[src/rtl/parking_pkg.sv]
// rtl/parking_pkg.sv - shared types and defaults for the parking entry controller
// Contents:
//   state_t        one-hot FSM state encoding (7 states)
//   ST_*_B         bit positions of each state inside state_t
//   DEF_PIN_W      default PIN bus width
//   DEF_PIN_VALUE  default accepted PIN
package parking_pkg;

  localparam int unsigned DEF_PIN_W     = 8;
  localparam int unsigned DEF_PIN_VALUE = 72;
  localparam int unsigned ST_W          = 7;

  localparam int unsigned ST_IDLE_B      = 0;
  localparam int unsigned ST_WAIT_PIN_B  = 1;
  localparam int unsigned ST_BAD_PIN_B   = 2;
  localparam int unsigned ST_PIN_ALARM_B = 3;
  localparam int unsigned ST_ENTERING_B  = 4;
  localparam int unsigned ST_CLOSING_B   = 5;
  localparam int unsigned ST_BLOCKED_B   = 6;

  typedef enum logic [ST_W-1:0] {
    ST_IDLE      = 7'b000_0001,
    ST_WAIT_PIN  = 7'b000_0010,
    ST_BAD_PIN   = 7'b000_0100,
    ST_PIN_ALARM = 7'b000_1000,
    ST_ENTERING  = 7'b001_0000,
    ST_CLOSING   = 7'b010_0000,
    ST_BLOCKED   = 7'b100_0000
  } state_t;

endpackage

[src/rtl/parking_gate_ctrl_p_if.sv]
// rtl/parking_gate_ctrl_p_if.sv - strobed keypad PIN bus
// Signals:
//   pin        PIN_W  keypad PIN, meaningful only while pin_valid=1
//   pin_valid  1      one-cycle strobe, PIN entry complete
// Modports: master (keypad side, drives), slave (controller side, samples)
interface parking_gate_ctrl_p_if
  import parking_pkg::*;
#(
  parameter int unsigned PIN_W = DEF_PIN_W
);

  logic [PIN_W-1:0] pin;
  logic             pin_valid;

  modport master (output pin, output pin_valid);
  modport slave  (input  pin, input  pin_valid);

endinterface

[src/rtl/parking_occ_counter.sv]
// rtl/parking_occ_counter.sv - saturating lot-occupancy up/down counter
// Ports:
//   clock, reset  system clock, synchronous active-high reset
//   inc           one car entered the lot this cycle
//   dec           one car left the lot this cycle
//   occupancy     cars in lot, saturates at 0 and CAPACITY
//   full          registered (occupancy == CAPACITY), one cycle behind occupancy
module parking_occ_counter
  import parking_pkg::*;
#(
  parameter int unsigned CAPACITY = 16,
  parameter int unsigned OCC_W    = 8
) (
  input  logic             clock,
  input  logic             reset,
  input  logic             inc,
  input  logic             dec,
  output logic [OCC_W-1:0] occupancy,
  output logic             full
);

  localparam logic [OCC_W-1:0] CAP_V = OCC_W'(CAPACITY);

  always_ff @(posedge clock) begin
    if (reset) begin
      occupancy <= '0;
      full      <= 1'b0;
    end else begin
      // full samples the pre-update count, hence the one-cycle lag
      full <= (occupancy == CAP_V);
      // a simultaneous entry and exit cancel out
      if (inc && !dec && (occupancy != CAP_V)) begin
        occupancy <= occupancy + 1'b1;
      end else if (dec && !inc && (occupancy != '0)) begin
        occupancy <= occupancy - 1'b1;
      end
    end
  end

endmodule

[src/rtl/parking_gate_ctrl_p.sv]
// rtl/parking_gate_ctrl_p.sv - single-lane parking entry gate controller
// Optional feature macro: PARKING_ALM_STATS_EN (adds alm_count)
// Ports:
//   clock, reset  system clock, synchronous active-high reset
//   pin_if        keypad PIN bus (slave): pin, pin_valid
//   senr_e        vehicle at entry sensor
//   senr_x        vehicle fully past gate
//   senr_out      one-cycle pulse, vehicle left via exit lane
//   gate_o        open gate
//   gate_cls      close gate, one-cycle pulse
//   alm_pin       wrong-PIN alarm
//   alm_blkg      gate-blocking alarm
//   lot_full      occupancy == CAPACITY (registered)
//   occupancy     cars in lot
//   tries_left    remaining PIN attempts before alarm
//   alm_count     [PARKING_ALM_STATS_EN] saturating count of alarm-state entries
module parking_gate_ctrl_p
  import parking_pkg::*;
#(
  parameter int unsigned      PIN_W        = DEF_PIN_W,
  parameter logic [PIN_W-1:0] PIN_VALUE    = PIN_W'(DEF_PIN_VALUE),
  parameter int unsigned      MAX_TRIES    = 3,
  parameter int unsigned      CAPACITY     = 16,
  parameter int unsigned      GATE_TIMEOUT = 1000,
  parameter int unsigned      OCC_W        = 8
) (
  input  logic                   clock,
  input  logic                   reset,
  parking_gate_ctrl_p_if.slave   pin_if,
  input  logic                   senr_e,
  input  logic                   senr_x,
  input  logic                   senr_out,
  output logic                   gate_o,
  output logic                   gate_cls,
  output logic                   alm_pin,
  output logic                   alm_blkg,
  output logic                   lot_full,
  output logic [OCC_W-1:0]       occupancy,
  output logic [3:0]             tries_left
`ifdef PARKING_ALM_STATS_EN
  ,
  output logic [15:0]            alm_count
`endif
);

  localparam logic [3:0]       MAX_V    = 4'(MAX_TRIES);
  localparam int unsigned      TMO_W    = $clog2(GATE_TIMEOUT) + 1;
  localparam logic [TMO_W-1:0] TMO_LAST = TMO_W'(GATE_TIMEOUT - 1);

  state_t           state, state_nxt;
  logic [3:0]       attempts;
  logic [TMO_W-1:0] tmo_cnt;
  logic             occ_inc;
  logic             pin_ok;
  logic             pin_wrong;

  assign pin_ok    = pin_if.pin_valid && (pin_if.pin == PIN_VALUE);
  assign pin_wrong = pin_if.pin_valid && (pin_if.pin != PIN_VALUE);

  always_ff @(posedge clock) begin
    if (reset) begin
      state <= ST_IDLE;
    end else begin
      state <= state_nxt;
    end
  end

  always_comb begin
    state_nxt  = state;
    occ_inc    = 1'b0;
    gate_o     = 1'b0;
    gate_cls   = 1'b0;
    alm_pin    = 1'b0;
    alm_blkg   = 1'b0;
    tries_left = MAX_V - attempts;
    unique case (state)
      ST_IDLE: begin
        if (senr_e && !lot_full) state_nxt = ST_WAIT_PIN;
      end
      ST_WAIT_PIN, ST_BAD_PIN: begin
        if (pin_ok) begin
          state_nxt = ST_ENTERING;
        end else if (pin_wrong) begin
          state_nxt = (attempts + 4'd1 == MAX_V) ? ST_PIN_ALARM : ST_BAD_PIN;
        end
      end
      ST_PIN_ALARM: begin
        alm_pin    = 1'b1;
        tries_left = 4'd0;
        if (pin_ok) state_nxt = ST_ENTERING;
      end
      ST_ENTERING: begin
        gate_o = 1'b1;
        // a car on both sensors at once means something is under the gate
        if (senr_e && senr_x) begin
          state_nxt = ST_BLOCKED;
        end else if (senr_x) begin
          state_nxt = ST_CLOSING;
          occ_inc   = 1'b1;
        end else if (tmo_cnt == TMO_LAST) begin
          state_nxt = ST_CLOSING;
        end
      end
      ST_BLOCKED: begin
        gate_o   = 1'b1;
        alm_blkg = 1'b1;
        // the car is counted when the attendant releases the gate
        if (pin_ok) begin
          state_nxt = ST_CLOSING;
          occ_inc   = 1'b1;
        end
      end
      ST_CLOSING: begin
        gate_cls  = 1'b1;
        state_nxt = ST_IDLE;
      end
      default: begin
        state_nxt = ST_IDLE;
      end
    endcase
  end

  // Attempts only grow in WAIT_PIN/BAD_PIN, so they can never pass MAX_TRIES;
  // they are cleared on the edge into ENTERING so tries_left reads full there.
  always_ff @(posedge clock) begin
    if (reset) begin
      attempts <= 4'd0;
    end else if (state_nxt == ST_ENTERING && state != ST_ENTERING) begin
      attempts <= 4'd0;
    end else if ((state == ST_WAIT_PIN || state == ST_BAD_PIN) && pin_wrong) begin
      attempts <= attempts + 4'd1;
    end
  end

  // Reads 0 on the first ENTERING cycle and n-1 on the n-th.
  always_ff @(posedge clock) begin
    if (reset) begin
      tmo_cnt <= '0;
    end else if (state == ST_ENTERING) begin
      tmo_cnt <= tmo_cnt + 1'b1;
    end else begin
      tmo_cnt <= '0;
    end
  end

  parking_occ_counter #(
    .CAPACITY (CAPACITY),
    .OCC_W    (OCC_W)
  ) u_occ (
    .clock     (clock),
    .reset     (reset),
    .inc       (occ_inc),
    .dec       (senr_out),
    .occupancy (occupancy),
    .full      (lot_full)
  );

`ifdef PARKING_ALM_STATS_EN
  logic alm_enter;

  assign alm_enter = ((state_nxt == ST_PIN_ALARM) && (state != ST_PIN_ALARM)) ||
                     ((state_nxt == ST_BLOCKED)   && (state != ST_BLOCKED));

  always_ff @(posedge clock) begin
    if (reset) begin
      alm_count <= 16'd0;
    end else if (alm_enter && (alm_count != 16'hFFFF)) begin
      alm_count <= alm_count + 16'd1;
    end
  end
`endif

endmodule

[src/flat_wrapper.sv]
// flat-port wrapper written by rule: the top's interface ports become plain ports
module parking_gate_ctrl_p_flat import parking_pkg::*;
#(
  parameter int unsigned      PIN_W        = DEF_PIN_W,
  parameter logic [PIN_W-1:0] PIN_VALUE    = PIN_W'(DEF_PIN_VALUE),
  parameter int unsigned      MAX_TRIES    = 3,
  parameter int unsigned      CAPACITY     = 16,
  parameter int unsigned      GATE_TIMEOUT = 1000,
  parameter int unsigned      OCC_W        = 8
)
  (clock, reset, senr_e, senr_x, senr_out, gate_o, gate_cls, alm_pin, alm_blkg, lot_full, occupancy, tries_left, pin_if_pin, pin_if_pin_valid);
  parking_gate_ctrl_p_if #(.PIN_W(PIN_W)) pin_if_i ();
  input  logic clock;
  input  logic reset;
  input  logic senr_e;
  input  logic senr_x;
  input  logic senr_out;
  output logic gate_o;
  output logic gate_cls;
  output logic alm_pin;
  output logic alm_blkg;
  output logic lot_full;
  output logic [OCC_W-1:0] occupancy;
  output logic [3:0] tries_left;
  input wire logic [$bits(pin_if_i.pin)-1:0] pin_if_pin;
  input wire logic [$bits(pin_if_i.pin_valid)-1:0] pin_if_pin_valid;
  assign pin_if_i.pin = pin_if_pin;
  assign pin_if_i.pin_valid = pin_if_pin_valid;
  parking_gate_ctrl_p #(.PIN_W(PIN_W), .PIN_VALUE(PIN_VALUE), .MAX_TRIES(MAX_TRIES), .CAPACITY(CAPACITY), .GATE_TIMEOUT(GATE_TIMEOUT), .OCC_W(OCC_W)) u_core (.clock(clock), .reset(reset), .pin_if(pin_if_i), .senr_e(senr_e), .senr_x(senr_x), .senr_out(senr_out), .gate_o(gate_o), .gate_cls(gate_cls), .alm_pin(alm_pin), .alm_blkg(alm_blkg), .lot_full(lot_full), .occupancy(occupancy), .tries_left(tries_left));
endmodule
[config.mk]
export PLATFORM = sky130hd
export DESIGN_NAME = parking_gate_ctrl_p_flat
export DESIGN_NICKNAME = d
export VERILOG_FILES = /design/src/rtl/parking_pkg.sv /design/src/rtl/parking_gate_ctrl_p_if.sv /design/src/rtl/parking_occ_counter.sv /design/src/rtl/parking_gate_ctrl_p.sv /design/src/flat_wrapper.sv
export SDC_FILE = /design/constraint.sdc
export NUM_CORES = 1
export LEC_CHECK = 0
export CAP_MARGIN = 20
export CORE_MARGIN = 4
export CORE_UTILIZATION = 50
export DETAILED_ROUTE_END_ITERATION = 16
export GPL_ROUTABILITY_DRIVEN = 1
export PLACE_DENSITY = 0.75
export SYNTH_ARGS = -nofsm -noshare
export SYNTH_HDL_FRONTEND = slang
export SYNTH_SLANG_ARGS = --single-unit
[constraint.sdc]
create_clock -name clock -period 11 [get_ports clock]
set_input_delay 2.2 -clock clock [delete_from_list [all_inputs] [get_ports clock]]
set_output_delay 2.2 -clock clock [all_outputs]
set_load 0.05 [all_outputs]
After elaboration in Yosys (flattened, before gate mapping)
Index checks and enable logic that the tools add are counted.
{"block": "totals", "reg_bits": 31, "input_bits": 14, "output_inout_bits": 17, "elab_cells": 67}
{"block": "classes", "addsub": 5, "eq_ne": 15, "n_mux": 21, "bitwise_logic": 1, "n_reduce_logical": 20}
{"operator": "$mux 7", "count": 8}
{"operator": "$pmux 7 s5", "count": 1}
{"operator": "$mux 8", "count": 2}
{"operator": "$eq 7x5->1 const B", "count": 2}
{"operator": "$add 11x1->11 const B", "count": 1}
{"operator": "$eq 11x10->1 const B", "count": 1}
{"operator": "$logic_and 1x1->1", "count": 10}
{"operator": "$add 8x1->8 const B", "count": 1}
{"operator": "$eq 8x5->1 const B", "count": 1}
{"operator": "$eq 8x7->1 const B", "count": 1}
{"operator": "$mux 4", "count": 2}
{"operator": "$ne 8x5->1 const B", "count": 1}
{"operator": "$ne 8x7->1 const B", "count": 1}
{"operator": "$reduce_bool 8->1", "count": 1}
{"operator": "$reduce_or 2->1", "count": 4}
{"operator": "$sub 8x1->8 const B", "count": 1}
{"operator": "$eq 7x1->1 const B", "count": 1}
{"operator": "$eq 7x2->1 const B", "count": 1}
{"operator": "$eq 7x3->1 const B", "count": 1}
{"operator": "$eq 7x4->1 const B", "count": 1}
{"operator": "$eq 7x6->1 const B", "count": 1}
{"operator": "$eq 7x7->1 const B", "count": 1}
{"operator": "$mux 1", "count": 7}
{"operator": "$ne 7x5->1 const B", "count": 1}
{"operator": "8 further kinds", "count": 10}

Logic depth before layout (Yosys ltp)
Gate-level depths: netlist (run 1).
{"block": "depth", "depth_word": 9, "mapped_depth": 11, "depth_no_buf": 10}

Hierarchy
A second synthesis (run 1) with hierarchy kept.
{"block": "unflattened", "cells_unflattened": 211, "hier_area_um2": 1843.0}
{"mod": "parking_gate_ctrl_p", "n_inst": 1, "cells_per_inst": 139, "area_each_um2": 1189.9, "seq_area_each_um2": 440.4}
{"mod": "parking_occ_counter", "n_inst": 1, "cells_per_inst": 72, "area_each_um2": 653.1, "seq_area_each_um2": 180.2}

Least setup slack after synthesis (run 1)
No wires, ideal clock.
{"block": "synth_timing", "path_type": "input port to flip-flop", "start": "input port pin_if_pin[1]", "end": "register u_core.u_occ.occupancy[7]", "setup_time_ns": 0.123, "t_arrival_ns": 5.012, "required_ns": 10.877, "path_slack_ns": 5.865, "cell_stages": 9, "n_path_buf": 0, "path_cell_list": "or4b_4 or3_4 nor3_1 o21ai_0 ha_1 or3_1 o211ai_1 mux2i_1 mux2_1"}
{"block": "synth_via", "elab_chain_cells": 8, "elab_cells_between_ends": 11, "classes_between": "eq/ne (1); mux (3); reduce/logical (7)"}
{"element": "from (decl)", "line_no": "flat_wrapper.sv:25", "source": "input wire logic [$bits(pin_if_i.pin)-1:0] pin_if_pin;"}
{"element": "$eq 8x7->1 (*)", "line_no": "parking_gate_ctrl_p.sv:57", "source": "assign pin_ok = pin_if.pin_valid && (pin_if.pin == PIN_VALUE);"}
{"element": "$logic_and 1x1->1 (*)", "line_no": "parking_gate_ctrl_p.sv:57"}
{"element": "$mux 1 (*)", "line_no": "parking_gate_ctrl_p.sv:108", "source": "if (pin_ok) begin"}
{"element": "$pmux 1 s2 (*)", "line_no": "parking_gate_ctrl_p.sv:76", "source": "unique case (state)"}
{"element": "$logic_not 1->1", "line_no": "parking_occ_counter.sv:34", "source": "end else if (dec && !inc && (occupancy != '0)) begin"}
{"element": "$logic_and 1x1->1 (2 in a row)", "line_no": "parking_occ_counter.sv:34"}
{"element": "$reduce_bool 2->1 (no source line)"}
{"element": "to (signal assigned)", "line_no": "parking_occ_counter.sv:33", "source": "occupancy <= occupancy + 1'b1;"}
{"element": "to (signal assigned)", "line_no": "parking_occ_counter.sv:35", "source": "occupancy <= occupancy - 1'b1;"}
{"element": "to (decl)", "line_no": "parking_occ_counter.sv:18", "source": "output logic [OCC_W-1:0] occupancy,"}
Mark *: on every way between the ends. The rest lies on a longest branch, timed or not.
A chain may end at the register's enable or synchronous reset.

Final worst setup path (run 1)
Ends and elaborated chain as after synthesis.

==> results.rst, run 1 <==
.. list-table::
   :header-rows: 1

   * - Metric
     - Value
   * - Root buffer selected by CTS
     - sky130_fd_sc_hd__clkbuf_8
   * - Fraction of synthesized cell area taken by the top area cell type
     - 0.322
   * - Final-layout fill cell count
     - 355
   * - Fraction of the yosys area taken by sequential cells
     - 0.322
   * - Layout net count
     - 286
   * - Global-route wire length before repair
     - 7.27 mm
   * - Timing-limited maximum frequency
     - 0.183 GHz
   * - Pins over their slew limit
     - 0
   * - EDFF count, synth
     - 0
   * - Reg clk slew, reported paths
     - 0.06 ns
   * - Critical Path Fanout Max
     - 7
   * - Latest clock arrival within the worst-skew pair
     - 0.28 ns
   * - Post-synthesis compound-gate area fraction
     - 0.148
   * - Critical path type
     - in -> reg
   * - Min Tclk post-route
     - 5.47 ns
   * - Worst voltage drop across the vdd grid
     - 121 uV
   * - Most used cells in the layout excluding fill and tap cells
     - sky130_fd_sc_hd__nor2_1 (32), sky130_fd_sc_hd__dfxtp_1 (31), sky130_fd_sc_hd__clkdlybuf4s50_1 (30)
   * - Met1 demand-to-capacity share in global routing
     - 0.237
   * - Xor/xnor cell area share of the yosys netlist
     - 0.0819
   * - GR Layer Usage met2
     - 0.280
   * - Accumulated negative setup slack
     - 0 ns
   * - Die outline area
     - 4900 um2
   * - Count of warnings emitted by yosys
     - 0
   * - DIE HEIGHT
     - 70.0 um
   * - Antenna Violating Nets Remaining
     - 0
   * - Final total power
     - 0.434 mW
   * - First DRT Iteration DRCs
     - 105
   * - Combined global-route utilization of all metal layers
     - 0.179
   * - Detailed-router iteration count before antenna repair
     - 4
   * - Share of the clock period used by the worst path
     - 0.497
   * - Result of the run
     - completed
   * - Top Ports
     - 31
   * - Pwr/cell area
     - 186 nW/um2
   * - Most common library cell in the layout ignoring fill and taps
     - sky130_fd_sc_hd__nor2_1
   * - Critical path data arrival time
     - 5.64 ns
   * - Number of diodes added for antenna fixing
     - 0
   * - Net count of the mapped netlist
     - 254
   * - Worst min-delay path startpoint
     - u_core.tmo_cnt[0]
   * - Drt total wl
     - 4.22 mm
   * - Count of maximum capacitance violations
     - 0
   * - TritonCTS clock tree
     - yes
   * - Required time at the endpoint of the critical path
     - 11.17 ns
   * - Asr flop ratio synth
     - 0
   * - Final setup vio count
     - 0
   * - Flip-flop cell with the highest count after synthesis
     - sky130_fd_sc_hd__dfxtp_1
   * - Post-CTS sizing
     - 0
   * - HPWL after DPL
     - 3.13 mm
   * - DRC violation count after routing
     - 0
   * - Kind of start point of the critical path
     - primary input
   * - Number of buffers added by the clock tree synthesis step
     - 5
   * - Clock Sinks
     - 31
   * - Vias in the first global route
     - 1630
   * - GRT overflow
     - 0
   * - Register-to-Register Path Depth
     - 9
   * - Number of antenna violations at the first check in global routing
     - 0
   * - Worst slew margin relative to its limit
     - 0.430
   * - Synth Area in Simple Gates
     - 0.322
   * - Most used routing layer in global routing
     - met2
   * - Least-Margin Pin Slew
     - 0.847 ns
   * - Worst Hold Path Cells
     - 1
   * - Launch instance of the worst register-to-register path
     - u_core.state[1]
   * - Number of input and output port buffers inserted
     - 30
   * - Effective utilization at floorplan
     - 0.522
   * - Largest net degree at the start of global routing
     - 16
   * - Final hold vios
     - 0
   * - Chip width
     - 70.0 um
   * - Maximum root-to-sink buffer count
     - 2
   * - Ratio of cells with drive above 1 in the final layout
     - 0.0608
   * - #FFs+latches synth
     - 31
   * - Distinct cell type count after synthesis
     - 53
   * - Final weighted congestion in routability-driven placement
     - 0.830
   * - Floorplan core area
     - 3690 um2
   * - Via count
     - 1754
   * - Leading area contributor after synthesis
     - sky130_fd_sc_hd__dfxtp_1
   * - Post-CTS setup-driven buffer insertion count
     - 0
   * - Clock H-tree levels
     - 2
   * - Multiplexer fraction of the synthesized cell area
     - 0.0163
   * - Worst min path class
     - reg -> reg
   * - Synthesized instance count
     - 230
   * - Leak pwr
     - 0.868 nW
   * - Drt via density
     - 5.64
   * - Critical path capture point type
     - flip-flop
   * - Routed length per placed instance
     - 13.6 um
   * - Hold Buf Count CTS
     - 0
   * - Met3 Track Usage GR
     - 0.0518
   * - Std cell rows
     - 22
   * - Adder-cell area share of the yosys netlist
     - 0.0689
   * - Avg Cell Area, Syn
     - 8.37 um2
   * - Source of the critical timing path
     - pin_if_pin[1]
   * - Post-Syn Area
     - 1920 um2
   * - Unrepaired setup endpoints after global routing
     - no
   * - Largest cells by area after synthesis
     - sky130_fd_sc_hd__dfxtp_1 (32%), sky130_fd_sc_hd__nor2_1 (6.2%), sky130_fd_sc_hd__ha_1 (5.9%)
   * - Area Overhead vs Synth
     - 21.4%
   * - Dominant combinational cell family by area after synthesis
     - simple AND/OR/NAND/NOR gates
   * - Worst setup skew after layout
     - 0.00233 ns
[flip-flops by register name, summed over array words and instances (netlist names)]
name,cells
u_core.attempts,4
u_core.state,7
u_core.u_occ.full,1
u_core.tmo_cnt,11
u_core.u_occ.occupancy,8
[power breakdown]
group          internal [mW]  switching (mW)  total [mW]
Sequential             0.125          0.0174       0.143
Combinational         0.0860           0.120       0.206
Clock                 0.0443          0.0418      0.0861
Total                  0.255           0.179       0.434
[worst paths after layout]
path / end / slack (ns)
setup / recovery: u_core.u_occ.occupancy[7] / 5.53
hold / removal: u_core.tmo_cnt[0] / 0.46
setup reg to reg: u_core.u_occ.occupancy[7] / 7.63
hold reg to reg: u_core.tmo_cnt[0] / 0.46
[logic make-up (layout without fill, tap and decap cells)]
family,after synthesis,in the layout
muxes,3,3
AOI/OAI and AO/OA,43,43
xor gates and xnor gates,18,18
buffers and inverters,17,50
adders and majority gates,10,10
and+or+nand+nor,108,108
DFF,31,31
[worst max-delay path, stage by stage]
cell and delay, ns:
sky130_fd_sc_hd__clkdlybuf4s50_1 0.40, sky130_fd_sc_hd__or4b_4 0.57, sky130_fd_sc_hd__or3_4 0.43, sky130_fd_sc_hd__nor3_1 0.18
sky130_fd_sc_hd__o21ai_0 0.36, sky130_fd_sc_hd__ha_1 0.48, sky130_fd_sc_hd__or3_1 0.36, sky130_fd_sc_hd__o211ai_1 0.11
sky130_fd_sc_hd__mux2i_1 0.23, sky130_fd_sc_hd__mux2_1 0.33
[area by class of cell]
| type | count | area (um2) | area share |
|---|---|---|---|
| well taps | 48 | 60.1 | 0.0257 |
| multi-input cells | 182 | 1220 | 0.524 |
| repair buffers | 31 | 308 | 0.132 |
| flip-flops and latches | 31 | 621 | 0.266 |
| clock inverters | 1 | 5.00 | 0.00214 |
| inverters | 11 | 41.3 | 0.0177 |
| clock buffers | 7 | 76.3 | 0.0327 |
[metal layers]
metal	up-vias	part of all wire
met5	-	0
li1	890	-
met1	812	0.47
met2	46	0.46
met4	0	0.0073
met3	6	0.058
[metrics by stage]
stage / hold WS (ns) / util / cell area, um2 / worst slack [ns] / cells
after floorplan: 0.430 / - / 1920 / 5.86 / 230
after global placement: 0.446 / 0.611 / 2250 / 5.28 / 303
after detailed placement: 0.457 / 0.611 / 2250 / 5.24 / 303
after CTS: 0.468 / 0.633 / 2340 / 5.54 / 311
after global routing: 0.501 / 0.633 / 2340 / 5.41 / 311
final: 0.463 / 0.633 / 2340 / 5.53 / 311
[Yosys cell counts (2+ instances only)]
master,n
sky130_fd_sc_hd__a21boi_0,2
sky130_fd_sc_hd__a21oi_1,10
sky130_fd_sc_hd__a31oi_1,4
sky130_fd_sc_hd__and3_1,5
sky130_fd_sc_hd__and4_1,2
sky130_fd_sc_hd__buf_4,2
sky130_fd_sc_hd__clkbuf_1,3
sky130_fd_sc_hd__dfxtp_1,31
sky130_fd_sc_hd__ha_1,9
sky130_fd_sc_hd__inv_1,11
sky130_fd_sc_hd__mux2i_1,2
sky130_fd_sc_hd__nand2_1,6
sky130_fd_sc_hd__nand2b_1,5
sky130_fd_sc_hd__nand3_1,16
sky130_fd_sc_hd__nor2_1,32
sky130_fd_sc_hd__nor2b_1,7
sky130_fd_sc_hd__nor3_1,13
sky130_fd_sc_hd__nor3b_1,2
sky130_fd_sc_hd__nor4_1,3
sky130_fd_sc_hd__o2111ai_1,2
sky130_fd_sc_hd__o211ai_1,3
sky130_fd_sc_hd__o21a_1,2
sky130_fd_sc_hd__o21ai_0,8
sky130_fd_sc_hd__or3_1,2
sky130_fd_sc_hd__or4b_1,2
sky130_fd_sc_hd__or4b_4,3
sky130_fd_sc_hd__xnor2_1,8
sky130_fd_sc_hd__xor2_1,10
Power figures use the tool's default switching activity.
==> inputs of run 2 (changes only) <==
clock period = 5.55 ns   (was 11 ns; I/O delays follow)
==> results.rst, run 2 (same netlist as run 1, synthesis figures left out) <==
.. list-table::
   :header-rows: 1

   * - Metric
     - Value
   * - Result of the run
     - completed
   * - Drt total wl
     - 4.20 mm (-0.54%)
   * - Ratio of cells with drive above 1 in the final layout
     - 0.0684 (+0.00760)
   * - Library cell contributing the largest single delay on the critical path
     - sky130_fd_sc_hd__or4b_4
   * - Critical Path Fanout Max
     - 7 (unchanged)
   * - Combinational share of power
     - 0.443 (-0.031)
   * - Min Tclk post-route
     - 4.37 ns
   * - Latest clock arrival within the worst-skew pair
     - 0.28 ns (about the same)
   * - Final hold vios
     - 0 (unchanged)
   * - Number of input and output port buffers inserted
     - 30 (unchanged)
   * - Critical path capture point type
     - flip-flop
   * - Clock group share of total power
     - 0.251 (+0.053)
   * - Antenna Violating Nets Remaining
     - 0 (unchanged)
   * - Pins over their slew limit
     - 0 (unchanged)
   * - Leak pwr
     - 0.887 nW (+2.2%)
   * - Placed cell area
     - 2250 um2 (unchanged)
   * - DIE HEIGHT
     - 70.0 um (unchanged)
   * - Number of flip-flops in the largest register
     - 11 (unchanged)
   * - Final setup vio count
     - 0 (unchanged)
   * - DRC violation count after routing
     - 0 (unchanged)
   * - Largest net degree at the start of global routing
     - 16 (unchanged)
   * - Vias in the first global route
     - 1681 (+3.1%)
   * - Kind of start point of the critical path
     - primary input
   * - Worst hold-check slack
     - 0.466 ns (+0.00225 ns)
   * - Reg clk slew, reported paths
     - 0.07 ns (about the same)
   * - Cell breakdown of the critical path
     - clkdlybuf4s50_1, or4b_4, or3_4, nor3_1, o21ai_0, ha_1, or3_1, o211ai_1, mux2i_1, mux2_1
   * - HPWL after DPL
     - 3.11 mm (-0.55%)
   * - Clock Sinks
     - 31 (unchanged)
   * - Number of antenna violations at the first check in global routing
     - 0 (unchanged)
   * - Layout net count
     - 286 (unchanged)
   * - Critical path type
     - in -> reg
   * - Most common library cell in the layout ignoring fill and taps
     - sky130_fd_sc_hd__nor2_1
   * - Number of diodes added for antenna fixing
     - 0 (unchanged)
   * - Least-Margin Pin Slew
     - 0.845 ns (-0.00189 ns)
   * - Drt via density
     - 5.59 (-0.86%)
   * - Biggest registers after layout
     - u_core.tmo_cnt x11, u_core.u_occ.occupancy x8, u_core.state x7
   * - Post-CTS sizing
     - 0 (unchanged)
   * - Accumulated negative setup slack
     - 0 ns (unchanged)
   * - Std cell rows
     - 22 (unchanged)
   * - Sw Pwr
     - 0.359 mW (+100%)
   * - Combined global-route utilization of all metal layers
     - 0.180 (+0.00119)
   * - Required time at the endpoint of the critical path
     - 5.72 ns (-5.45 ns)
   * - TritonCTS clock tree
     - yes
   * - Switching share of total power
     - 0.389 (-0.0230)
   * - Die outline area
     - 4900 um2 (unchanged)
   * - Total non-filler cell area in the finished layout
     - 2370 um2 (+1.6%)
   * - Number of buffers added by the clock tree synthesis step
     - 5 (unchanged)
   * - Final weighted congestion in routability-driven placement
     - 0.830 (about the same)
   * - Post-CTS setup-driven buffer insertion count
     - 0 (unchanged)
   * - Effective utilization at floorplan
     - 0.522 (unchanged)
   * - Via count
     - 1739 (-0.86%)
   * - Worst slew margin relative to its limit
     - 0.431 (+0.00127)
   * - Share of the clock period used by the worst path
     - 0.788
   * - Chip width
     - 70.0 um (unchanged)
   * - Timing-limited maximum frequency
     - 0.229 GHz
   * - Int Pwr
     - 0.564 mW (+120%)
   * - Largest stage delay, worst path
     - 0.56 ns (about the same)
   * - Reg with most FFs
     - u_core.tmo_cnt
   * - Root buffer selected by CTS
     - sky130_fd_sc_hd__clkbuf_8
   * - Pwr/cell area
     - 389 nW/um2 (+110%)
   * - GRT overflow
     - 0 (unchanged)
   * - Global-route wire length before repair
     - 7.40 mm (+1.8%)
   * - Worst min path class
     - reg -> reg
   * - Critical path data arrival time
     - 4.54 ns (-1.10 ns)
   * - Clock H-tree levels
     - 2 (unchanged)
   * - Top Ports
     - 31 (unchanged)
   * - Minimum setup slack in the final design
     - 1.18 ns (-4.36 ns)
   * - Worst setup skew after layout
     - 0.00377 ns (+0.00145 ns)
   * - Hold Buf Count CTS
     - 0 (unchanged)
   * - Final total power
     - 0.923 mW (+110%)
   * - Most used cells in the layout excluding fill and tap cells
     - sky130_fd_sc_hd__nor2_1 (32), sky130_fd_sc_hd__dfxtp_1 (31), sky130_fd_sc_hd__clkdlybuf4s50_1 (30)
   * - Maximum root-to-sink buffer count
     - 2 (unchanged)
   * - Count of maximum capacitance violations
     - 0 (unchanged)
   * - Area Overhead vs Synth
     - 23.3%
   * - Floorplan core area
     - 3690 um2 (unchanged)
   * - First DRT Iteration DRCs
     - 138 (+31%)
   * - Detailed-router iteration count before antenna repair
     - 4 (unchanged)
   * - Routed length per placed instance
     - 13.5 um (-0.54%)
   * - Worst voltage drop across the vdd grid
     - 236 uV (+94%)
   * - Unrepaired setup endpoints after global routing
     - no
   * - Part of the total power dissipated in sequential elements
     - 0.306 (-0.022)
   * - Worst slack after detailed placement
     - 0.888 ns (-4.35 ns)
-- run 2: cell types whose count changed in the layout (fill, tap and decap cells not counted) --
cell / delta
sky130_fd_sc_hd__bufinv_16: +1
sky130_fd_sc_hd__clkbuf_8: +1
sky130_fd_sc_hd__clkbuf_1: -2
-- run 2: metal layers --
metal,GRT usage,vias to the layer above,part of all wire
li1,-,894,-
met1,0.240,794,0.49
met2,0.291,43,0.46
met3,0.0331,8,0.044
met4,0.0638,0,0.012
met5,0,-,0
-- run 2: worst max-delay path, delay by kind of cell --
family | cells | cell delay [ns]
adders and majority gates | 1 | 0.48
muxes | 2 | 0.56
and+or+nand+nor | 4 | 1.52
buffers and inverters | 1 | 0.40
AOI/OAI and AO/OA | 2 | 0.46
-- run 2: stage by stage --
step,utilization,cells
CTS,0.643,311
finish,0.643,311
detailed placement,0.611,303
global placement,0.611,303
global route,0.643,311
floorplan,-,230
-- run 2: area by class of cell --
| class | count | area [um2] |
|---|---|---|
| Sequential cell | 31 | 621 |
| Timing Repair Buffer | 31 | 308 |
| Multi-Input combinational cell | 182 | 1220 |
| Clock inverter | 2 | 35.0 |
| Clock buffer | 6 | 82.6 |
| Fill cell | 333 | 1320 |
| Tap cell | 48 | 60.1 |
| Inverter | 11 | 41.3 |
-- run 2: worst paths after layout --
check	startpoint	to	slack, ns	cells past startpoint
setup / recovery	pin_if_pin[1]	u_core.u_occ.occupancy[7]	1.18	10
hold / removal	u_core.tmo_cnt[0]	u_core.tmo_cnt[0]	0.47	1
setup reg to reg	u_core.state[1]	u_core.u_occ.occupancy[7]	2.16	9
hold reg to reg	u_core.tmo_cnt[0]	u_core.tmo_cnt[0]	0.47	1
-- run 2: power groups by stage --
stage | Sequential, mW | Combinational, mW | Clock (mW)
after floorplan | 0.354 | 0.234 | 0
after global placement | 0.287 | 0.399 | 0
after detailed placement | 0.287 | 0.402 | 0
after CTS | 0.282 | 0.407 | 0.235
after global routing | 0.286 | 0.448 | 0.247
final | 0.283 | 0.409 | 0.231
